===== src/rtl/core_lsu_ctrl_pkg.sv =====
// Shared types and constants for the TOY load/store unit controller.
package core_lsu_ctrl_pkg;

   localparam int unsigned ADDR_W = 8;
   localparam int unsigned DATA_W = 16;
   localparam int unsigned RD_W   = 4;

   localparam logic [ADDR_W-1:0] IO_ADDR = 8'hFF;

   typedef enum logic [2:0] {
      IDLE     = 3'd0,
      MEM_REQ  = 3'd1,
      MEM_WAIT = 3'd2,
      IO_IN    = 3'd3,
      IO_OUT   = 3'd4,
      WB       = 3'd5
   } lsu_state_e;

   typedef struct packed {
      logic              wen;
      logic [ADDR_W-1:0] addr;
      logic [DATA_W-1:0] data;
      logic [RD_W-1:0]   rd;
   } lsu_req_t;

endpackage


===== src/rtl/core_lsu_ctrl.sv =====
// Load/store sequencer for the TOY core: memory port, stdin/stdout at IO_ADDR, register writeback.
// Build option TOY_LSU_MMIO_EN routes IO_ADDR to the stdin/stdout handshake; otherwise it is plain memory.
module core_lsu_ctrl
   import core_lsu_ctrl_pkg::*;
(
   input  logic              clk_i,
   input  logic              rst_i,
   input  logic              lsu_en_i,
   input  logic              lsu_wen_i,
   input  logic              lsu_kind_i,
   input  logic [ADDR_W-1:0] addr_imm_i,
   input  logic [DATA_W-1:0] addr_reg_i,
   input  logic [DATA_W-1:0] store_data_i,
   input  logic [RD_W-1:0]   rd_i,
   output logic              busy_o,
   output logic              done_o,
   output logic              arf_wen_o,
   output logic [RD_W-1:0]   arf_waddr_o,
   output logic [DATA_W-1:0] arf_wdata_o,
   output logic              mem_req_o,
   output logic              mem_we_o,
   output logic [ADDR_W-1:0] mem_addr_o,
   output logic [DATA_W-1:0] mem_wdata_o,
   input  logic              mem_gnt_i,
   input  logic              mem_rvalid_i,
   input  logic [DATA_W-1:0] mem_rdata_i,
   input  logic              stdin_valid_i,
   input  logic [DATA_W-1:0] stdin_data_i,
   output logic              stdin_ready_o,
   output logic              stdout_valid_o,
   output logic [DATA_W-1:0] stdout_data_o,
   input  logic              stdout_ready_i
);

   lsu_state_e state_q, state_d;
   lsu_req_t   req_q, req_d;

   logic [ADDR_W-1:0] sel_addr_c;
   logic              io_match_c;
   logic              io_hit_c;
   logic              unused_in_c;

   // State and latched request; data field doubles as the load capture register.
   always_ff @(posedge clk_i) begin
      if (rst_i) begin
         state_q <= IDLE;
         req_q   <= '0;
      end else begin
         state_q <= state_d;
         req_q   <= req_d;
      end
   end

   always_comb begin
      sel_addr_c = lsu_kind_i ? addr_imm_i : addr_reg_i[ADDR_W-1:0];
      io_match_c = (sel_addr_c == IO_ADDR);
`ifdef TOY_LSU_MMIO_EN
      io_hit_c    = io_match_c;
      unused_in_c = ^addr_reg_i[DATA_W-1:ADDR_W];
`else
      io_hit_c    = 1'b0;
      unused_in_c = ^{addr_reg_i[DATA_W-1:ADDR_W], stdin_valid_i, stdin_data_i,
                      stdout_ready_i, io_match_c};
`endif
   end

   always_comb begin
      state_d        = state_q;
      req_d          = req_q;
      busy_o         = (state_q != IDLE);
      done_o         = 1'b0;
      arf_wen_o      = 1'b0;
      arf_waddr_o    = '0;
      arf_wdata_o    = '0;
      mem_req_o      = 1'b0;
      mem_we_o       = 1'b0;
      mem_addr_o     = '0;
      mem_wdata_o    = '0;
      stdin_ready_o  = 1'b0;
      stdout_valid_o = 1'b0;
      stdout_data_o  = '0;

      case (state_q)
         IDLE: begin
            if (lsu_en_i) begin
               req_d.wen  = lsu_wen_i;
               req_d.addr = sel_addr_c;
               req_d.data = store_data_i;
               req_d.rd   = rd_i;
               if (io_hit_c) begin
                  state_d = lsu_wen_i ? IO_OUT : IO_IN;
               end else begin
                  state_d = MEM_REQ;
               end
            end
         end
         MEM_REQ: begin
            mem_req_o   = 1'b1;
            mem_we_o    = req_q.wen;
            mem_addr_o  = req_q.addr;
            mem_wdata_o = req_q.data;
            if (mem_gnt_i) begin
               if (req_q.wen) begin
                  done_o  = 1'b1;
                  state_d = IDLE;
               end else begin
                  state_d = MEM_WAIT;
               end
            end
         end
         MEM_WAIT: begin
            if (mem_rvalid_i) begin
               req_d.data = mem_rdata_i;
               state_d    = WB;
            end
         end
`ifdef TOY_LSU_MMIO_EN
         IO_IN: begin
            stdin_ready_o = 1'b1;
            if (stdin_valid_i) begin
               req_d.data = stdin_data_i;
               state_d    = WB;
            end
         end
         IO_OUT: begin
            stdout_valid_o = 1'b1;
            stdout_data_o  = req_q.data;
            if (stdout_ready_i) begin
               done_o  = 1'b1;
               state_d = IDLE;
            end
         end
`endif
         WB: begin
            arf_wen_o   = (req_q.rd != '0);
            arf_waddr_o = req_q.rd;
            arf_wdata_o = req_q.data;
            done_o      = 1'b1;
            state_d     = IDLE;
         end
         default: begin
            state_d = IDLE;
         end
      endcase

      // An access abandoned by reset must not report completion or write the register file.
      if (rst_i) begin
         done_o    = 1'b0;
         arf_wen_o = 1'b0;
      end
   end

`ifndef SYNTHESIS
   a_no_req_while_busy: assert property (@(posedge clk_i) disable iff (rst_i)
                                         !(lsu_en_i && busy_o));
`endif

endmodule

===== config.mk =====
export PLATFORM = sky130hd
export DESIGN_NAME = core_lsu_ctrl
export DESIGN_NICKNAME = d
export VERILOG_FILES = /design/src/rtl/core_lsu_ctrl_pkg.sv /design/src/rtl/core_lsu_ctrl.sv
export SDC_FILE = /design/constraint.sdc
export NUM_CORES = 1
export LEC_CHECK = 0
export CAP_MARGIN = 10
export CORE_MARGIN = 10
export CORE_UTILIZATION = 31
export DETAILED_ROUTE_END_ITERATION = 10
export HOLD_SLACK_MARGIN = 0.08
export PLACE_DENSITY = 0.79
export SLEW_MARGIN = 25
export SYNTH_ARGS = -nofsm -noshare
export SYNTH_HDL_FRONTEND = slang
export SYNTH_SLANG_ARGS = --single-unit
export TNS_END_PERCENT = 1

===== constraint.sdc =====
create_clock -name clk_i -period 1.35 [get_ports clk_i]
set_input_delay 0.2025 -clock clk_i [delete_from_list [all_inputs] [get_ports clk_i]]
set_output_delay 0.2025 -clock clk_i [all_outputs]
set_load 0.02 [all_outputs]

==> run summary <==
Final hold vios - 0
I/O pin count - 152
Place WS - -0.533 ns
Sink Count - 32
Max Clock Skew - 0.00237 ns
Starting density of the core - 31.7%
Final nets - 446
Period Utilization, post-route - 115%
Syn Area/Cell - 8.32 sq um
Chip Height - 100 um
Switching share of power - 29.2%
Netlist Area Pre-Place - 2000 sq um
Kind of critical path - register to output pin
Post-synth top flop - dfxtp_1
Via-per-instance ratio - 4.88
Post-synthesis async set-or-reset flop share - 0%
Worst-path clk slew - 0.06 ns
Fmax - 647 MHz
Pwr per Cell Area - 820 nW/um^2
Ant. Diodes - 0
Hold Path Class - input pin to register
Layout cells sized above 1 - 34.6%
DR DRC count - 0
H-tree levels - 2
Clock power share - 27.1%
Drt wl/cell - 16.0 um
Post-DP HPWL - 5560 um
Flop pwr share - 39.4%
Non-filler cells, final - 438
First-pass GRT wire length - 11000 um
Cells after Synth - 241
Failing checks - negative setup slack
Overall Global Routing Usage - 13.2%
WP data arrival - 1.34 ns
Status - finished, violations left
Core Region - 6310 sq um
CP Launch Type - register
Critical Path End Type - output pin
Most instantiated cells after synthesis - dfxtp_1, and2_1, and3_1, buf_4, nor2_1
Vias in the first global route - 2164
1st-iter DRT viols - 49
CP Max Fanout - 7
Final setup violation count - 78
YS warnings - 0
Die area - 10100 sq um
Pre-Repair DR Iteration Count - 4
Row count - 29
Wirelength, routed - 7030 um
Met1 Use GR - 14.9%
Peak VDD IR - 0.367 mV
Clock Latency Late Sink - 0.27 ns
Die W - 100 um
PortBufs - 107
TritonCTS Buffers - 5
Synthesis-stage register bit count - 32
Layout area overhead - 70.6%
Top post-synthesis cells by area - dfxtp_1, and2_1, buf_4
CTS root buffer - clkbuf_8
Global placer's final weighted congestion - 0.758
Most frequent cell after synthesis - dfxtp_1
M2 GR Usage - 22.2%
Final ANT Viol Nets - 0
Post-synth EDFFs - 0
Share of the synthesized area in the top cell type - 32.0%
Distinct cells, synth - 30
Synth area leader - dfxtp_1
Placed Cells incl. Taps - 429
M3 GR Usage - 4.81%
RSZ-0062 raised after global routing - yes
Max-Cap Viols - 0
Comb power frac - 33.5%
GR Overflow Total - 0
Internal Power - 0.00199 W
Final slew viol count - 0
Worst path required time - 1.15 ns
Vias after detailed routing - 2138
Largest net degree at the start of global routing - 33
CTS Buffer Depth - 2
Final setup TNS - -8.81 ns
Min Tclk post-route - 1.55 ns
Most Used Layer, Global Route - met2
TritonCTS clock tree - yes
Initial antenna violation count - 0
Post-synthesis sequential area ratio - 32.0%
PnR worst setup slack - -0.196 ns
NetSw - 0.000818 W
Worst Hold Slack - 0.492 ns
Leak - 1.51 nW
Tot Pwr - 0.00281 W
Cts hold-fix bufs - 0
-- what timing repair did --
action,CTS,global route
setup endpoints to repair,78,78
hold endpoints to repair,0,0
gates cloned,1,0
pin swaps,3,2
gates resized for setup,279,11
setup buffers,0,1
-- routing by layer --
metal  share of wire (%)  wire (um)
met5                   0          0
met3                 9.8        691
met1                  41       2910
met2                  48       3360
met4                0.94         66
-- layout by cell type (no fill, tap or decap), types with 4 or more instances in the layout --
cell type,instances
clkbuf_8,7
and2_1,10
clkdlybuf4s50_1,58
mux2i_1,13
and2_2,9
conb_1,18
a211oi_2,8
a21oi_1,17
a211oi_1,16
buf_4,50
o21ai_1,5
and3_1,16
nor2_1,15
o21ai_0,9
buf_6,24
and2_4,4
nand3b_1,15
dfxtp_1,29
-- final timing paths --
| path | start | to | slack, ns | depth (start not counted) |
|---|---|---|---|---|
| setup reg to reg | state_q[1] | req_q[1] | -0.09 | 5 |
| hold reg to reg | req_q[20] | req_q[20] | 0.53 | 2 |
| hold / removal | store_data_i[14] | req_q[18] | 0.49 | 3 |
| setup / recovery | state_q[0] | arf_wdata_o[5] | -0.20 | 4 |
-- sequential cells by signal, indices dropped and copies added, names as in the netlist --
signal and flops:
state_q 3, req_q 29
-- cell families (layout without fill, tap and decap cells) --
group	Yosys count	after routing	synth area share [%]
AO/OA/AOI/OAI	59	59	20.4
other	1	18	0.187
buffers and inverters	45	148	13.1
AND/OR/NAND/NOR	90	90	27.1
flip-flops	32	32	32.0
multiplexers	14	14	7.24
-- power by group through the flow --
| stage | clock (W) | sequential (W) | combinational (W) |
|---|---|---|---|
| 2_1_floorplan | 0 | 0.00110 | 0.000532 |
| 3_3_place_gp | 0 | 0.00111 | 0.000892 |
| 3_5_place_dp | 0 | 0.00111 | 0.000909 |
| 4_1_cts | 0.000799 | 0.00110 | 0.000930 |
| 5_1_grt | 0.000841 | 0.00112 | 0.00102 |
| 6_report | 0.000760 | 0.00110 | 0.000941 |
-- per-stage QoR --
stage,util (%),instance area [sq um]
2_1_floorplan,-,2100
3_3_place_gp,51.7,3270
3_5_place_dp,51.7,3270
4_1_cts,53.4,3370
5_1_grt,54.2,3420
6_report,54.2,3420
-- worst max-delay path, stage by stage, from the launching register on --
cell and delay [ns]:
dfxtp_4 0.38, nor2b_4 0.19, buf_4 0.17, and3_1 0.17
buf_4 0.15
-- area by class of cell --
type	count	area (sq um)
multi-input combinational	181	1260
clock buffer	7	96.3
fill	609	2890
timing repair buffer	138	1310
tap	77	96.3
sequential	32	647
inverter	3	11.3
Note: power is estimated with default switching activity, not from simulation.
